===== src/rtl/gtr_pkg.sv =====
// Shared definitions for the drive-mode sequencer: FSM states, mode encodings, command bit positions.
package gtr_pkg;

  typedef enum logic [2:0] {
    ST_OFF    = 3'd0,
    ST_ARMING = 3'd1,
    ST_IDLE   = 3'd2,
    ST_RUN    = 3'd3,
    ST_GUARD  = 3'd4
  } state_t;

  localparam logic [2:0] MODE_NONE = 3'b000;
  localparam logic [2:0] MODE_MAN  = 3'b001;
  localparam logic [2:0] MODE_SEMI = 3'b010;
  localparam logic [2:0] MODE_AUTO = 3'b100;

  // Bit positions inside a movement command {left, right, backward, forward}
  localparam int CMD_FWD   = 0;
  localparam int CMD_BACK  = 1;
  localparam int CMD_RIGHT = 2;
  localparam int CMD_LEFT  = 3;

  function automatic logic mode_is_valid(input logic [2:0] m);
    return (m == MODE_MAN) || (m == MODE_SEMI) || (m == MODE_AUTO);
  endfunction

endpackage


===== src/rtl/cycle_timer.sv =====
// Loadable saturating down-counter; done is high whenever the count sits at zero.
module cycle_timer #(
  parameter int CNT_W = 8
) (
  input  logic             sys_clk,
  input  logic             rst,
  input  logic             load,
  input  logic [CNT_W-1:0] load_val,
  input  logic             en,
  output logic             done
);

  logic [CNT_W-1:0] cnt;

  // Load has priority over counting; the count stops at zero instead of wrapping
  always_ff @(posedge sys_clk) begin
    if (rst) begin
      cnt <= '0;
    end else if (load) begin
      cnt <= load_val;
    end else if (en && (cnt != '0)) begin
      cnt <= cnt - 1'b1;
    end
  end

  assign done = (cnt == '0);

endmodule


===== src/rtl/drive_mode_sequencer.sv =====
// Power-up / mode-change sequencer: hold-to-arm power button, guarded mode switching,
// and arbitration of the per-mode movement requests onto a single registered command.
module drive_mode_sequencer
  import gtr_pkg::*;
#(
  parameter int HOLD_CYC  = 100_000_000,
  parameter int GUARD_CYC = 1_000
) (
  input  logic       sys_clk,
  input  logic       rst,
  input  logic       power_on,
  input  logic       power_off,
  input  logic       fault,
  input  logic [2:0] mode_signal,
  input  logic [3:0] man_cmd,
  input  logic [3:0] semi_cmd,
  input  logic [3:0] auto_cmd,
  output logic       power_on_led,
  output logic [2:0] mode_led,
  output logic [2:0] mode_grant,
  output logic [3:0] move_cmd,
  output logic       switching
);

  localparam int CNT_MAX = (HOLD_CYC > GUARD_CYC) ? HOLD_CYC : GUARD_CYC;
  localparam int CNT_W   = $clog2(CNT_MAX + 1);
  // The OFF->ARMING edge already counts as the first held cycle, so the timer
  // covers the remaining HOLD_CYC-1 cycles and IDLE is reached on the HOLD_CYC-th.
  localparam logic [CNT_W-1:0] ARM_LOAD   = CNT_W'(HOLD_CYC - 2);
  // GUARD is entered with GUARD_CYC-1 loaded and exits on the edge that sees zero,
  // giving exactly GUARD_CYC cycles in GUARD.
  localparam logic [CNT_W-1:0] GUARD_LOAD = CNT_W'(GUARD_CYC - 1);

  state_t           state, state_nxt;
  logic [2:0]       target, target_nxt;
  logic             tmr_load, tmr_en, tmr_done;
  logic [CNT_W-1:0] tmr_val;
  logic             stop_req;
  logic [3:0]       sel_cmd;
  logic [3:0]       move_cmd_p1;

  // Conflicting direction pairs cancel the whole command rather than favouring one side
  function automatic logic [3:0] cmd_sanitize(input logic [3:0] c);
    if ((c[CMD_LEFT] && c[CMD_RIGHT]) || (c[CMD_FWD] && c[CMD_BACK])) begin
      return 4'b0000;
    end
    return c;
  endfunction

  assign stop_req = power_off || fault;

  cycle_timer #(
    .CNT_W (CNT_W)
  ) u_timer (
    .sys_clk  (sys_clk),
    .rst      (rst),
    .load     (tmr_load),
    .load_val (tmr_val),
    .en       (tmr_en),
    .done     (tmr_done)
  );

  // State and latched target mode registers
  always_ff @(posedge sys_clk) begin
    if (rst) begin
      state  <= ST_OFF;
      target <= MODE_NONE;
    end else begin
      state  <= state_nxt;
      target <= target_nxt;
    end
  end

  // Next-state, target latch and timer control
  always_comb begin
    state_nxt  = state;
    target_nxt = target;
    tmr_load   = 1'b0;
    tmr_val    = ARM_LOAD;
    tmr_en     = 1'b0;
    case (state)
      ST_OFF: begin
        if (power_on && !stop_req) begin
          state_nxt = ST_ARMING;
          tmr_load  = 1'b1;
          tmr_val   = ARM_LOAD;
        end
      end
      ST_ARMING: begin
        if (stop_req || !power_on) begin
          state_nxt = ST_OFF;
        end else if (tmr_done) begin
          state_nxt = ST_IDLE;
        end else begin
          tmr_en = 1'b1;
        end
      end
      ST_IDLE: begin
        if (stop_req) begin
          state_nxt = ST_OFF;
        end else if (mode_is_valid(mode_signal)) begin
          state_nxt  = ST_GUARD;
          target_nxt = mode_signal;
          tmr_load   = 1'b1;
          tmr_val    = GUARD_LOAD;
        end
      end
      ST_RUN: begin
        if (stop_req) begin
          state_nxt = ST_OFF;
        end else if (mode_signal != target) begin
          state_nxt  = ST_GUARD;
          target_nxt = mode_is_valid(mode_signal) ? mode_signal : MODE_NONE;
          tmr_load   = 1'b1;
          tmr_val    = GUARD_LOAD;
        end
      end
      ST_GUARD: begin
        if (stop_req) begin
          state_nxt = ST_OFF;
        end else if (tmr_done) begin
          state_nxt = (target != MODE_NONE) ? ST_RUN : ST_IDLE;
        end else begin
          tmr_en = 1'b1;
        end
      end
      default: begin
        state_nxt = ST_OFF;
      end
    endcase
    if (state_nxt == ST_OFF) begin
      target_nxt = MODE_NONE;
      tmr_load   = 1'b1;
      tmr_val    = '0;
    end
  end

  // Pick the movement request of the granted mode
  always_comb begin
    sel_cmd = 4'b0000;
    case (target)
      MODE_MAN:  sel_cmd = man_cmd;
      MODE_SEMI: sel_cmd = semi_cmd;
      MODE_AUTO: sel_cmd = auto_cmd;
      default:   sel_cmd = 4'b0000;
    endcase
  end

  // p1: registered movement command; blanked on the edge that leaves RUN so the
  // guard interval and shutdown never see a stale command
  always_ff @(posedge sys_clk) begin
    if (rst) begin
      move_cmd_p1 <= 4'b0000;
    end else if ((state == ST_RUN) && (state_nxt == ST_RUN)) begin
      move_cmd_p1 <= cmd_sanitize(sel_cmd);
    end else begin
      move_cmd_p1 <= 4'b0000;
    end
  end

  assign move_cmd     = move_cmd_p1;
  assign power_on_led = (state == ST_IDLE) || (state == ST_RUN) || (state == ST_GUARD);
  assign switching    = (state == ST_GUARD);
  assign mode_grant   = (state == ST_RUN) ? target : MODE_NONE;
  assign mode_led     = mode_grant;

endmodule


===== config.mk =====
export PLATFORM = sky130hd
export DESIGN_NAME = drive_mode_sequencer
export DESIGN_NICKNAME = d
export VERILOG_FILES = /design/src/rtl/gtr_pkg.sv /design/src/rtl/cycle_timer.sv /design/src/rtl/drive_mode_sequencer.sv
export SDC_FILE = /design/constraint.sdc
export NUM_CORES = 1
export LEC_CHECK = 0
export BUFFER_PORTS_ARGS = -buffer_cell sky130_fd_sc_hd__clkbuf_2
export CAP_MARGIN = 20
export CORE_ASPECT_RATIO = 0.9
export CORE_MARGIN = 2
export CORE_UTILIZATION = 64
export CTS_BUF_LIST = sky130_fd_sc_hd__clkbuf_8
export DETAILED_ROUTE_END_ITERATION = 6
export GPL_ROUTABILITY_DRIVEN = 0
export PLACE_DENSITY_LB_ADDON = 0.12
export SLEW_MARGIN = 20
export SYNTH_ARGS = -nofsm -noshare
export SYNTH_HDL_FRONTEND = slang
export SYNTH_HIERARCHICAL = 1
export SYNTH_SLANG_ARGS = --single-unit

===== constraint.sdc =====
create_clock -name sys_clk -period 10 [get_ports sys_clk]
set_input_delay 3 -clock sys_clk [delete_from_list [all_inputs] [get_ports sys_clk]]
set_output_delay 3 -clock sys_clk [all_outputs]
set_load 0.005 [all_outputs]

# Word-level counts from Yosys, hierarchy flattened
# Cells that the tools add are included.
op_classes:
  n_reduce_logical: 24
  eq_ne: 16
  mux: 43
  n_addsub: 1
  bitwise: 1
op_table:
  columns: ["cell", "n"]
  rows:
  - ["27-bit two-way mux", 7]
  - ["27-bit one-hot mux with 2 select lines", 1]
  - ["3-bit two-way mux", 15]
  - ["27-bit logical NOT", 1]
  - ["27-bit nonzero test", 1]
  - ["27-bit by 1-bit subtractor with 27-bit output (second input constant)", 1]
  - ["3-bit by 2-bit equality test with 1-bit output (second input constant)", 5]
  - ["3-bit one-hot mux with 5 select lines", 1]
  - ["1-bit two-way mux", 13]
  - ["4-bit one-hot mux with 3 select lines", 1]
  - ["3-bit by 1-bit equality test with 1-bit output (second input constant)", 3]
  - ["3-bit equality test (second input constant)", 3]
  - ["4-bit two-way mux", 2]
  - ["2-bit != test (second input constant)", 4]
  - ["1-bit logical OR", 7]
  - ["3-bit logical NOT", 2]
  - ["3-bit one-hot mux with 2 select lines", 1]
  - ["1-bit logical AND", 5]
  - ["5-bit AND reduction", 1]
  - ["2-bit nonzero test", 2]
  - ["2-bit OR reduction", 2]
  - ["3-bit != test", 1]
  - ["1-bit one-hot mux with 3 select lines", 1]
  - ["3-bit nonzero test", 1]
  - ["3 further kinds", 4]
totals:
  out_inout_bits: 12
  register_bits: 37

# Longest topological paths before layout
# Gate-level depths: netlist of run 1.
logic_depth:
  depth_word: 11
  mapped_depth: 14
  ltp_nobuf: 13

# Cells and area by module
# Netlist of run 1, hierarchy kept.
modules_own_cells:
  columns: ["module", "seq_area_each_um2", "n_inst", "area_each_um2", "cells_per_inst"]
  rows:
  - ["cycle_timer", 540.5, 1, 1624.1, 202]
  - ["drive_mode_sequencer", 200.2, 1, 767.0, 95]

# Worst setup path before layout of run 1
# Ideal clock, no wire load.
synth_timing:
  path_kind: "input -> register"
  from: "in fault"
  to: "reg u_timer.cnt[14]"
  required_ns: 9.886
  slack_ns: 4.794
  setup_ns: 0.114
  stages: 7
  t_arrival_ns: 5.091
  path_cell_list: "or2_1 > clkbuf_1 > nor4b_4 > nor3_1 > a21oi_1 > inv_1 > a2111oi_0"
synth_between:
  elab_chain_cells: 8
synth_lines:
  columns: ["element", "line_no", "text"]
  rows:
  - ["from (decl)", "drive_mode_sequencer.sv:13", "input logic fault,"]
  - ["1-bit logical OR (*)", "drive_mode_sequencer.sv:50", "assign stop_req = power_off || fault;"]
  - ["1-bit logical NOT", "drive_mode_sequencer.sv:83", "if (power_on && !stop_req) begin"]
  - ["1-bit logical AND", "drive_mode_sequencer.sv:83", null]
  - ["3-bit two-way mux", "drive_mode_sequencer.sv:83", null]
  - ["3-bit one-hot mux with 5 select lines", "drive_mode_sequencer.sv:81", "case (state)"]
  - ["3-bit logical NOT", "drive_mode_sequencer.sv:131", "if (state_nxt == ST_OFF) begin"]
  - ["27-bit two-way mux or 1-bit two-way mux (tied branches)", "drive_mode_sequencer.sv:131", null]
  - ["27-bit two-way mux or 2-bit nonzero test (tied branches)", null, null]
  - ["to (signal assigned)", "cycle_timer.sv:20", "cnt <= load_val;"]
  - ["to (signal assigned)", "cycle_timer.sv:22", "cnt <= cnt - 1'b1;"]
  - ["to (decl)", "cycle_timer.sv:13", "logic [CNT_W-1:0] cnt;"]
# Mark *: on every way between the ends. The rest lies on a longest branch, timed or not.
# A chain may end at the register's enable or synchronous reset.

# Worst setup path in the final report of run 1
layout_timing:
  from: "in mode_signal[0]"
  to: "reg u_timer.cnt[16]"
layout_between:
  elab_chain_cells: 9
layout_lines:
  columns: ["element", "line_no", "text"]
  rows:
  - ["from (decl)", "drive_mode_sequencer.sv:14", "input logic [2:0] mode_signal,"]
  - ["3-bit by 1-bit equality test with 1-bit output or 3-bit by 2-bit equality test with 1-bit output (tied branches)", "gtr_pkg.sv:24", "return (m == MODE_MAN) || (m == MODE_SEMI) || (m == MODE_AUTO);"]
  - ["1-bit logical OR (2 in series)", "gtr_pkg.sv:24", null]
  - ["3-bit two-way mux", "drive_mode_sequencer.sv:101", "end else if (mode_is_valid(mode_signal)) begin"]
  - ["3-bit two-way mux", "drive_mode_sequencer.sv:99", "if (stop_req) begin"]
  - ["3-bit one-hot mux with 5 select lines", "drive_mode_sequencer.sv:81", null]
  - ["3-bit logical NOT", "drive_mode_sequencer.sv:131", null]
  - ["1-bit two-way mux (*)", "drive_mode_sequencer.sv:131", null]
  - ["named net tmr_load", "drive_mode_sequencer.sv:36", "logic tmr_load, tmr_en, tmr_done;"]
  - ["27-bit two-way mux or 2-bit nonzero test (tied branches)", null, null]
# Mark *: on every way through the listed nets, which the timed path passes. The rest lies on a longest branch.

==> results of run 1 <==
[cells in the final DEF (no fill, tap or decap), types with 7 or more instances in the layout]
cell type  count
dfxtp_1       37
nor4_1        10
nand2_1       11
nor2b_1        7
nor2_1        28
a211oi_1      15
nor3_1        12
o31ai_1        8
or4_1          9
a311oi_1      15
o21ai_0       13
inv_1         11
a2111oi_0      7
clkbuf_2      31
[layer usage]
| layer | vias to the layer above | GRT usage (%) |
|---|---|---|
| li1 | 1192 | - |
| met1 | 1096 | 40.25 |
| met2 | 52 | 40.93 |
| met3 | 6 | 4.685 |
| met4 | 0 | 12.57 |
| met5 | - | 0 |
[stage by stage]
stage	instance area [sq um]	setup slack (ps)	total power [mW]
4_1_cts	2650	3985	0.3299
5_1_grt	2650	3903	0.3404
2_1_floorplan	2410	4794	0.1836
3_3_place_gp	2530	3796	0.1934
3_5_place_dp	2530	3686	0.1943
6_report	2650	4277	0.3293
[area by class of cell]
| cell class | count | area [sq um] | area share [%] |
|---|---|---|---|
| sequential | 37 | 740.7 | 27.95 |
| tap | 46 | 57.56 | 2.172 |
| clock buffer | 6 | 82.58 | 3.116 |
| multi-input combinational | 229 | 1516 | 57.22 |
| timing repair buffer | 33 | 170.2 | 6.421 |
| inverter | 12 | 45.04 | 1.700 |
| clock inverter | 2 | 37.54 | 1.416 |
[critical path, cell delays in order]
cell and delay [ps]:
clkbuf_2 130, xor2_1 170, a211oi_1 520, a22oi_1 180, o21ai_0 200, nand2b_1 520
inv_2 720, nor2_1 100, a2111oi_0 370
[flip-flops by register name, indices dropped and copies added (netlist names)]
| register | count |
|---|---|
| move_cmd | 4 |
| state | 3 |
| target | 3 |
| u_timer/cnt | 27 |
[power groups by stage]
stage	clock (mW)	sequential [mW]	combinational, mW
after floorplan	0	0.157	0.0262
after global placement	0	0.159	0.0347
after detailed placement	0	0.159	0.0354
after CTS	0.139	0.156	0.0355
after global routing	0.143	0.157	0.0404
final	0.138	0.156	0.0359
[kinds of logic (layout without fill, tap and decap cells)]
| kind of cell | after synthesis | count (layout) | synth area share [%] |
|---|---|---|---|
| xor gates and xnor gates | 7 | 7 | 2.564 |
| adders and majority gates | 1 | 1 | 0.5232 |
| muxes | 4 | 4 | 1.727 |
| AOI/OAI and AO/OA | 84 | 84 | 26.01 |
| and+or+nand+nor | 127 | 127 | 31.66 |
| DFF | 37 | 37 | 30.98 |
| other | 1 | 6 | 0.1568 |
| buffers and inverters | 36 | 53 | 6.384 |
[worst min path at each step]
stage / to / depth (start not counted)
floorplan: u_timer/cnt[26] / 2
detailed placement: u_timer/cnt[26] / 2
finish: u_timer/cnt[26] / 2
global route: u_timer/cnt[26] / 2
CTS: u_timer/cnt[26] / 2
global placement: u_timer/cnt[26] / 2
==> out/results.env, run 1 <==
FIRST_GLOBAL_VIAS=2006
SYNTH_EDF_COUNT=0
LAYOUT.NETS=339
OUTCOME='finished, final reports clean'
DRTITER0DRC=202
POWER_PER_CELL_AREA_mW_PER_MM2=124.2
TRITONCTS='built'
GLOBAL_ROUTE.OVERFLOW_TOTAL=0
MET3WIRELENGTH_UM=219
FINALHOLDVIOLCOUNT=0
KIND_OF_CAPTURE_POINT_OF_THE_WORST_SETUP_PATH='flop'
FINALCRITPERIODSHARE_PCT=57.23
POST_CTS.REPAIR.SETUP_BUFFERS=0
SYNTH-WARNING-COUNT=6
MAXCLOCKFREQUENCY_MHz=174.7
WORST_CLOCK_SKEW_PS=7.356
YOSYS.CELL_COUNT.TOP_TYPE='dfxtp_1'
STATIC_LEAKAGE_nW=0.9219
NET-SWITCHING-POWER_mW=0.08327
TIMING.FINAL.SETUP_VIOLATIONS=0
PERIOD_MINUS_SLACK_PS=5723
SYNTH_LARGEST_AREA_CELL='dfxtp_1'
FINAL-MAX-SLEW-VIOLATION-COUNT=0
SYNTH.FF_LATCH_COUNT=37
WORST_SLEW_MARGIN_REL_PCT=28.19
ROUTED_VIAS_INST=6.427
CTS_BUFFER_DEPTH=2
CRITPATHCAPTURE='u_timer/cnt[16]'
START_KIND='input pin'
FIN_WORST_HOLD_SLACK_PS=504.5
INSERTION_DELAY_PS=290
TOP_LAYER='met4'
PIN_COUNT_OF_THE_BIGGEST_NET_ENTERING_GLOBAL_ROUTING=40
WORST-SETUP-PATH-TYPE='in2reg'
R2R_END='u_timer/cnt[14]'
FILL_CELLS=282
DRIVE_ABOVE_1_SHARE_PCT=16.61
MAX_CAP_VIOLATIONS=0
VDD_DROP_MAX_mV=0.09058
SYNTHFLOPTYPE='dfxtp_1'
POSTLAYOUTCOREUTIL_PCT=72.56
GRT_SETUP_UNREPAIRED='false'
SETUP_TOTAL_NEG_SLACK_PS=0
PWR-SHARE-COMB_PCT=10.9
SYNTHARSTFLOPSHARE_PCT=0
ANTENNADIODECOUNT=0
ROUTED_WIRE_LENGTH_PER_INSTANCE_UM=15.31
GRT_FIRST_PASS_WIRELENGTH_UM=8990
SYNTH_LARGEST_TYPE_AREA_FRACTION_PCT=30.98
CTS_ROOT_BUF='clkbuf_8'
CRITICAL_PATH.MAX_FANOUT=39
POST-DP-HPWL_UM=3744
GRT.TOTAL_USAGE_PCT=27.93
ROUTE.DETAILED.DRC=0
REG2REG_FROM='u_timer/cnt[0]'
CLKSLEWWORSTSETUPHOLDPATHS_PS=80
FINALNONFILLERCELLS=365
MET1_LENGTH_UM=2715
PORT-BUFFER-COUNT=31
SYN_AVG_CELL_AREA_SQ_UM=8.051
PLACED_CELLS_INCL_TAPS=357
WORST_PIN_SLEW_PS=1077
NUMBER_OF_INSTANCES_IN_THE_SYNTHESIZED_NETLIST=297
DIE_W_UM=68.43
YS_TOP_CELLS_BY_COUNT='dfxtp_1 (37), nor2_1 (28), clkbuf_1 (16)'
ANTENNA_VIOLATIONS_BEFORE_REPAIR=0
CTS.HOLD.BUFFERS_ADDED=0
TIMING.HOLD.WORST.START='u_timer/cnt[26]'
PWR-SHARE-SEQ_PCT=47.3
TRITONCTS_NUM_SINKS=37
WORST_SETUP_PATH_STARTPOINT='mode_signal[0]'
ROUTE.FINAL.WIRE_LENGTH_UM=5589
DESIGN.CORE.AREA_SQ_MM=0.003652
COUNT_OF_DIFFERENT_CELL_MASTERS_AFTER_SYNTHESIS=49
FINAL_ANTENNA_NET_COUNT=0
CRITPATHARRIVALTIME_PS=5900
NET_SWITCHING_SHARE_OF_THE_TOTAL_POWER_PCT=25.29
SYNTH_TOP_CELLS_BY_AREA='dfxtp_1 (31%), a311oi_1 (5.5%), a211oi_1 (4.7%)'
WL_MET2_UM=2584
HOLD_PATH_CLASS='reg2reg'
ROUTE.VIAS.TOTAL=2346
NUMBER_OF_H_TREE_BRANCHING_LEVELS=2
AREA_OF_THE_DIE_SQ_MM=0.004242
PWR-SHARE-CLK_PCT=41.8
SYNTH.CELL_AREA_SQ_MM=0.002391
CTS_BUFFERS=5
CRITICAL_PATH_REQUIRED_PS=10180
POSTCTSRESIZEDCELLS=0
FIRSTDRTPASSITERS=4
DIE_HEIGHT_UM=61.99
R2R.WORST_PATH.CELLS=12
INTERNAL_POWER_OF_THE_CELLS_mW=0.2460
FLOORPLAN.ROWS=21
IO-PIN-COUNT=32
AREA_GROWTH_PCT=10.83
INITIAL_UTILIZATION_PCT=65.47
WORST-R2R-SETUP-SLACK_PS=5430
SHARE_OF_SYNTHESIZED_AREA_OCCUPIED_BY_FLIP_FLOPS_AND_LATCHES_PCT=30.98
No activity file was read; power rests on OpenSTA's default activity.
==> run 2, diff against run 1 <==
--- a/config.mk
+++ b/config.mk
@@ -5,11 +5,12 @@
 export SDC_FILE = /design/constraint.sdc
 export NUM_CORES = 1
 export LEC_CHECK = 0
+export ABC_AREA = 1
 export BUFFER_PORTS_ARGS = -buffer_cell sky130_fd_sc_hd__clkbuf_2
 export CAP_MARGIN = 20
 export CORE_ASPECT_RATIO = 0.9
 export CORE_MARGIN = 2
-export CORE_UTILIZATION = 64
+export CORE_UTILIZATION = 61
 export CTS_BUF_LIST = sky130_fd_sc_hd__clkbuf_8
 export DETAILED_ROUTE_END_ITERATION = 6
 export GPL_ROUTABILITY_DRIVEN = 0
==> constraint.sdc (replaced) <==
create_clock -name sys_clk -period 5.5 [get_ports sys_clk]
set_input_delay 1.65 -clock sys_clk [delete_from_list [all_inputs] [get_ports sys_clk]]
set_output_delay 1.65 -clock sys_clk [all_outputs]
set_load 0.005 [all_outputs]
==> run 2 against run 1 <==
Effect of this change:
- non-clock buffer count unchanged
- via count up 39%
- core utilization shrank 2.0 points
- synthesized area increased by 22%
- clock skew about the same
- largest power group unchanged
- largest cell class unchanged
- critical endpoint is now u_timer/cnt[10]
- global-route usage is 2.2 points higher
- critical path depth up 3
- worst setup slack lost 2400 ps
- count of clock-buffer cells in the layout is the same
- flip-flop and latch count stayed put
- routed wire length up 36%
==> out/results.env, run 2 <==
OUTCOME='finished, final reports clean'
IO-PIN-COUNT=32  # unchanged
INTERNAL_POWER_OF_THE_CELLS_mW=0.4135  # +68%
TIMING.FINAL.SETUP_VIOLATIONS=0  # unchanged
POSTLAYOUTSETUPSLACKWORST_PS=1854  # -2423 ps
REG2REG_FROM='u_timer/cnt[0]'
ROUTE.VIAS.TOTAL=3259  # +39%
POSTLAYOUTCOREUTIL_PCT=70.56  # -2.0 points
POSTCTSRESIZEDCELLS=0  # unchanged
INITIAL_UTILIZATION_PCT=64.66  # -0.80 points
POST-DP-HPWL_UM=5540  # +48%
FINALHOLDVIOLCOUNT=0  # unchanged
GRT.TOTAL_USAGE_PCT=30.11  # +2.2 points
WORST_CLOCK_SKEW_PS=7.436  # +0.08021 ps
SETUP_TOTAL_NEG_SLACK_PS=0  # unchanged
SYNTHARSTFLOPSHARE_PCT=0  # unchanged
PWR-SHARE-SEQ_PCT=47.3  # about the same
NET_SWITCHING_SHARE_OF_THE_TOTAL_POWER_PCT=30.87  # +5.6 points
ROUTE.DETAILED.DRC=0  # unchanged
NUMBER_OF_INSTANCES_IN_THE_SYNTHESIZED_NETLIST=507  # +71%
AREA_OF_THE_DIE_SQ_MM=0.005360  # +26%
LAYOUT.NETS=556  # +64%
SYNTH_LARGEST_TYPE_AREA_FRACTION_PCT=25.35  # -5.6 points
DRTITER0DRC=282  # +40%
R2R_END='u_timer/cnt[3]'
CTS_BUFFERS=5  # unchanged
GRT_FIRST_PASS_WIRELENGTH_UM=13360  # +49%
FINAL_CELL_MIX='nand2_1 (164), nor2_1 (69), inv_1 (57)'
VDD_DROP_MAX_mV=0.1450  # +60%
DESIGN.CORE.AREA_SQ_MM=0.004518  # +24%
PIN_COUNT_OF_THE_BIGGEST_NET_ENTERING_GLOBAL_ROUTING=33  # -18%
PWR-SHARE-COMB_PCT=20.0  # +9.1 points
PWR-SHARE-CLK_PCT=32.7  # -9.1 points
ROUTED_WIRE_LENGTH_PER_INSTANCE_UM=12.73  # -17%
LARGEST_REG_FLOPS=27  # unchanged
TRITONCTS_NUM_SINKS=37  # unchanged
SYNTHFLOPTYPE='dfxtp_1'
CTS.HOLD.BUFFERS_ADDED=0  # unchanged
FINAL-MAX-SLEW-VIOLATION-COUNT=0  # unchanged
ROUTE.FINAL.WIRE_LENGTH_UM=7600  # +36%
MIN_DELAY_PATH_DEPTH=2  # unchanged
WORST-R2R-SETUP-SLACK_PS=2660  # -2770 ps
FINALCRITPERIODSHARE_PCT=66.29
START_KIND='input pin'
CRITICAL_PATH_REQUIRED_PS=5670  # -4510 ps
FIRSTDRTPASSITERS=5  # +1
GRT_SETUP_UNREPAIRED='false'
STATIC_LEAKAGE_nW=1.647  # +79%
CTS_ROOT_BUF='clkbuf_8'
KIND_OF_CAPTURE_POINT_OF_THE_WORST_SETUP_PATH='flop'
FLOORPLAN.ROWS=23  # +9.5%
WORST_PIN_SLEW_PS=685.3  # -391.9 ps
MAXCLOCKFREQUENCY_MHz=274.3
TOP_REGISTER_BY_NUMBER_OF_FLIP_FLOPS='u_timer/cnt'
SYNTH.FF_LATCH_COUNT=37  # unchanged
HOLD_PATH_CLASS='reg2reg'
CLKSLEWWORSTSETUPHOLDPATHS_PS=80  # about the same
FIRST_GLOBAL_VIAS=3099  # +54%
NET-SWITCHING-POWER_mW=0.1846  # +120%
WORST_SLEW_MARGIN_REL_PCT=54.31  # +26 points
INSERTION_DELAY_PS=290  # about the same
PLACEMENT.SETUP.WORST_SLACK_PS=1546  # -2140 ps
SYNTH_EDF_COUNT=0  # unchanged
GLOBAL_ROUTE.OVERFLOW_TOTAL=0  # unchanged
TIMING.HOLD.WORST.START='u_timer/cnt[2]'
MOSTFREQUENTLAYOUTCELL='nand2_1'
POST_CTS.REPAIR.SETUP_BUFFERS=0  # unchanged
TRITONCTS='built'
DRIVE_ABOVE_1_SHARE_PCT=15.33  # -1.3 points
CRITICAL_PATH.MAX_FANOUT=32  # -18%
FINAL_ANTENNA_NET_COUNT=0  # unchanged
ROUTED_VIAS_INST=5.459  # -15%
DIE_HEIGHT_UM=69.66  # +12%
SHARE_OF_SYNTHESIZED_AREA_OCCUPIED_BY_FLIP_FLOPS_AND_LATCHES_PCT=25.35  # -5.6 points
AREA_GROWTH_PCT=9.122
SYN_AVG_CELL_AREA_SQ_UM=5.762  # -28%
HOLD_PATH_END='u_timer/cnt[2]'
SYNTH.CELL_AREA_SQ_MM=0.002922  # +22%
YOSYS.CELL_COUNT.TOP_TYPE='nand2_1'
ANTENNADIODECOUNT=0  # unchanged
COUNT_OF_DIFFERENT_CELL_MASTERS_AFTER_SYNTHESIS=38  # -22%
YS_TOP_CELLS_BY_COUNT='nand2_1 (164), nor2_1 (69), inv_1 (57)'
SYNTH_LARGEST_AREA_CELL='dfxtp_1'
CTS_BUFFER_DEPTH=2  # unchanged
CRITPATHARRIVALTIME_PS=3810  # -2090 ps
NUMBER_OF_H_TREE_BRANCHING_LEVELS=2  # unchanged
PORT-BUFFER-COUNT=31  # unchanged
WORST-SETUP-PATH-TYPE='in2reg'
R2R.WORST_PATH.CELLS=18  # +6
SYNTH-WARNING-COUNT=6  # unchanged
PERIOD_MINUS_SLACK_PS=3646
MAX_CAP_VIOLATIONS=0  # unchanged
DIE_W_UM=76.95  # +12%
ANTENNA_VIOLATIONS_BEFORE_REPAIR=0  # unchanged
POWER_PER_CELL_AREA_mW_PER_MM2=187.6  # +51%
SYNTH_TOP_CELLS_BY_AREA='dfxtp_1 (25%), nand2_1 (21%), nor2_1 (8.9%)'
-- run 2: changes by cell type after synthesis, sizes merged, moves of 9 or more --
cell and change:
nor2 +53, nor4 -10, nand4 +9, a21oi +13, a311oi -15, clkbuf -9, or3 -9, a211oi -15
nand3 +47, or4 -11, inv +51, nand2 +165
-- run 2: worst max-delay path by stage --
stage                               from         endpoint
final                     mode_signal[0]  u_timer/cnt[10]
after global routing      mode_signal[2]  u_timer/cnt[12]
after CTS                          fault   u_timer/cnt[3]
after detailed placement           fault   u_timer/cnt[3]
after global placement    mode_signal[0]  u_timer/cnt[10]
after floorplan                    fault   u_timer/cnt[3]
-- run 2: kinds of logic after synthesis --
kind of cell | share of synthesized area, %
AND/OR/NAND/NOR | 50.66
buffers and inverters | 11.61
AO/OA/AOI/OAI | 9.380
flip-flops | 25.35
XOR/XNOR | 2.099
adder cells (fa/ha/maj) | 0.4282
other | 0.1284
multiplexers | 0.3426
-- run 2: metal layers --
metal / up-vias / GRT usage (%) / share of wire [%]
li1: 1651 / - / -
met4: 0 / 6.263 / 0.75
met2: 97 / 50.49 / 46
met1: 1504 / 40.05 / 46
met3: 7 / 6.120 / 6.8
met5: - / 0 / 0
-- run 2: worst max-delay path, cell delays in order --
cell and delay [ps]:
clkbuf_2 130, nor3_1 240, nor2_2 90, inv_2 90, o211ai_1 100, a21oi_2 140
buf_4 350, inv_1 120, nand2_2 350, clkinv_2 320, nand2_1 160, a21oi_2 60
-- run 2: power groups by stage --
stage	Clock, mW	Sequential [mW]	Combinational (mW)
CTS	0.202	0.283	0.117
finish	0.196	0.283	0.119
floorplan	0	0.287	0.0882
global route	0.216	0.284	0.136
detailed placement	0	0.289	0.117
global placement	0	0.289	0.114
-- run 2: metrics by stage --
stage	std cells	area, sq um	power (mW)	hold slack [ps]
6_report	597	3188	0.5981	525.8
4_1_cts	597	3184	0.6015	520.8
5_1_grt	597	3188	0.6355	541.1
3_5_place_dp	590	3094	0.4055	510.8
2_1_floorplan	512	2940	0.3748	466.8
3_3_place_gp	590	3094	0.4027	495.2
-- run 2: cell type report --
class                           instances  area (sq um)
Inverter                               64         241.5
Sequential cell                        37         740.7
Tap cell                               62         77.57
Multi-Input combinational cell        394          1868
Clock buffer                            6         82.58
Timing Repair Buffer                   33         170.2
Clock inverter                          1         7.507
Fill cell                             427          1330
==> run 3, diff against run 2 <==
--- a/config.mk
+++ b/config.mk
@@ -5,12 +5,12 @@
 export SDC_FILE = /design/constraint.sdc
 export NUM_CORES = 1
 export LEC_CHECK = 0
-export ABC_AREA = 1
+export ABC_AREA = 0
 export BUFFER_PORTS_ARGS = -buffer_cell sky130_fd_sc_hd__clkbuf_2
 export CAP_MARGIN = 20
 export CORE_ASPECT_RATIO = 0.9
 export CORE_MARGIN = 2
-export CORE_UTILIZATION = 61
+export CORE_UTILIZATION = 60
 export CTS_BUF_LIST = sky130_fd_sc_hd__clkbuf_8
 export DETAILED_ROUTE_END_ITERATION = 6
 export GPL_ROUTABILITY_DRIVEN = 0
==> constraint.sdc (replaced) <==
create_clock -name sys_clk -period 3.63 [get_ports sys_clk]
set_input_delay 1.089 -clock sys_clk [delete_from_list [all_inputs] [get_ports sys_clk]]
set_output_delay 1.089 -clock sys_clk [all_outputs]
set_load 0.005 [all_outputs]
==> run 3 against run 2 <==
Effect of this change:
- clock skew shrank 2.2 ps
- largest power group is now the clock network
- routed wire length shrank 26%
- critical path type is now reg2reg
- core utilization grew 2.3 points
==> out/results.env, run 3 (synthesized netlist as in run 1, its figures left out) <==
ANTENNADIODECOUNT=0  # unchanged
TRITONCTS='built'
POST_CTS.REPAIR.SETUP_BUFFERS=0  # unchanged
CRIT_CHAIN='inv_1, ha_1, nor4b_1, buf_4, nand2_1, nor3_1, buf_4, nor4_1, buf_4, o211ai_1, buf_4, or4_1, a311oi_1'
FINAL_CELL_MIX='dfxtp_1 (37), clkbuf_2 (31), nor2_1 (28)'
MAXCLOCKFREQUENCY_MHz=293.7
PIN_COUNT_OF_THE_BIGGEST_NET_ENTERING_GLOBAL_ROUTING=35  # +6.1%
GLOBAL_ROUTE.OVERFLOW_TOTAL=0  # unchanged
CRITPATHARRIVALTIME_PS=3610  # -200 ps
PERIOD_MINUS_SLACK_PS=3405
AREA_GROWTH_PCT=15.33
VDD_DROP_MAX_mV=0.2888  # +99%
FIRST_GLOBAL_VIAS=2145  # -31%
GRT.TOTAL_USAGE_PCT=25.37  # -4.7 points
HOLD_PATH_CLASS='reg2reg'
CTS.HOLD.BUFFERS_ADDED=0  # unchanged
DESIGN.CORE.AREA_SQ_MM=0.003784  # -16%
ROUTED_WIRE_LENGTH_PER_INSTANCE_UM=15.01  # +18%
MULTI_INPUT_AREA_SQ_MM=0.001516  # -19%
CTS_BUFFERS=5  # unchanged
KIND_OF_CAPTURE_POINT_OF_THE_WORST_SETUP_PATH='flop'
ROUTED_VIAS_INST=6.228  # +14%
ROUTE.FINAL.WIRE_LENGTH_UM=5660  # -26%
IO-PIN-COUNT=32  # unchanged
FILL_CELLS=291  # -32%
MAX_CAP_VIOLATIONS=0  # unchanged
ROUTE.DETAILED.DRC=0  # unchanged
CP_SLOWEST_STAGE_DELAY_PS=510  # +160 ps
TRITONCTS_NUM_SINKS=37  # unchanged
NUMBER_OF_H_TREE_BRANCHING_LEVELS=2  # unchanged
TIMING.FINAL.SETUP_VIOLATIONS=0  # unchanged
DRIVE_ABOVE_1_SHARE_PCT=19.34  # +4.0 points
INITIAL_UTILIZATION_PCT=63.19  # -1.5 points
SETUP_TOTAL_NEG_SLACK_PS=0  # unchanged
POSTLAYOUTCOREUTIL_PCT=72.88  # +2.3 points
CTS_ROOT_BUF='clkbuf_8'
AREA_OF_THE_DIE_SQ_MM=0.004507  # -16%
WORST-SETUP-PATH-TYPE='reg2reg'
CRITICAL_PATH_REQUIRED_PS=3830  # -1840 ps
PORT-BUFFER-COUNT=31  # unchanged
INSERTION_DELAY_PS=290  # about the same
FINAL_ANTENNA_NET_COUNT=0  # unchanged
START_KIND='flop'
POWER_mW=0.9682  # +62%
FINALCRITPERIODSHARE_PCT=93.79
CRIT_SLOWEST_CELL='nor4_1'
DRTITER0DRC=182  # -35%
FINALHOLDVIOLCOUNT=0  # unchanged
LARGEST_REG_FLOPS=27  # unchanged
TOTAL_AREA_OF_SEQUENTIAL_CELLS_SQ_UM=740.7  # unchanged
ROUTE.VIAS.TOTAL=2348  # -28%
POWER_PER_CELL_AREA_mW_PER_MM2=351.1  # +87%
GRT_FIRST_PASS_WIRELENGTH_UM=9397  # -30%
DIE_HEIGHT_UM=63.89  # -8.3%
LAYOUT.NETS=351  # -37%
TIMING.CRITICAL_PATH.MODE_CELL='buf_4'
STATIC_LEAKAGE_nW=0.9938  # -40%
WORST_SLEW_MARGIN_REL_PCT=46.47  # -7.8 points
WORST_PIN_SLEW_PS=790.4  # +105.1 ps
FLOORPLAN.ROWS=21  # -8.7%
CTS_BUFFER_DEPTH=2  # unchanged
CRITICAL_PATH.MAX_FANOUT=10  # -69%
POST-DP-HPWL_UM=3931  # -29%
WORST_CLOCK_SKEW_PS=5.199  # -2.238 ps
POSTCTSRESIZEDCELLS=0  # unchanged
CLKSLEWWORSTSETUPHOLDPATHS_PS=80  # about the same
TOP_REGISTER_BY_NUMBER_OF_FLIP_FLOPS='u_timer/cnt'
GRT_SETUP_UNREPAIRED='false'
OUTCOME='finished, final reports clean'
DIE_W_UM=70.54  # -8.3%
ANTENNA_VIOLATIONS_BEFORE_REPAIR=0  # unchanged
MOSTFREQUENTLAYOUTCELL='dfxtp_1'
FIRSTDRTPASSITERS=4  # -1
FINAL-MAX-SLEW-VIOLATION-COUNT=0  # unchanged
[run 3: changes by cell type in the layout (fill, tap and decap cells not counted), sizes merged, moves of 10 or more]
cell    before  now
nor4         0   10
nor2        81   28
or4          0   11
buf          2   14
a311oi       0   15
a21oi       19    6
inv         63   13
nand2      176   11
nand3       49    2
a211oi       0   15
[run 3: final timing paths]
check,slack [ps],start,cells past startpoint,end
max,230,u_timer/cnt[0],13,u_timer/cnt[17]
min,490,u_timer/cnt[26],2,u_timer/cnt[26]
max reg2reg,230,u_timer/cnt[0],13,u_timer/cnt[17]
min reg2reg,490,u_timer/cnt[26],2,u_timer/cnt[26]
[run 3: metrics by stage]
step                setup slack (ps)  area (sq um)  hold WS, ps  std cells
floorplan                      270.1          2410        456.7        302
detailed placement             194.1          2620        475.6        369
finish                         225.4          2758        485.8        377
CTS                            237.5          2758        485.7        377
global placement               256.8          2620        473.2        369
global route                   27.77          2758        521.4        377
[run 3: critical path, delay by kind of cell, from the launching register on]
kind / cells / cell delay (ps)
fa+ha+maj: 1 / 290
buf+inv: 5 / 890
compound gates: 2 / 490
simple gates: 5 / 1240
flops: 1 / 420
[run 3: cell type report]
type,count,area share (%)
multi-input cells,229,54.99
well taps,46,2.087
repair buffers,45,9.437
clock buffers,5,2.495
clock inverters,3,2.495
flip-flops and latches,37,26.86
inverters,12,1.633
[run 3: layer usage]
metal | track usage, % | routed length (um)
met1 | 34.28 | 2773
met2 | 42.10 | 2636
met3 | 4.574 | 214
met4 | 6.368 | 36
met5 | 0 | 0
[run 3: where the power goes]
group | total [mW] | internal [mW] | leakage (nW) | switching [mW]
clock | 0.432 | 0.277 | 0.0687 | 0.155
combinational | 0.108 | 0.0442 | 0.624 | 0.0634
sequential | 0.429 | 0.416 | 0.301 | 0.0129
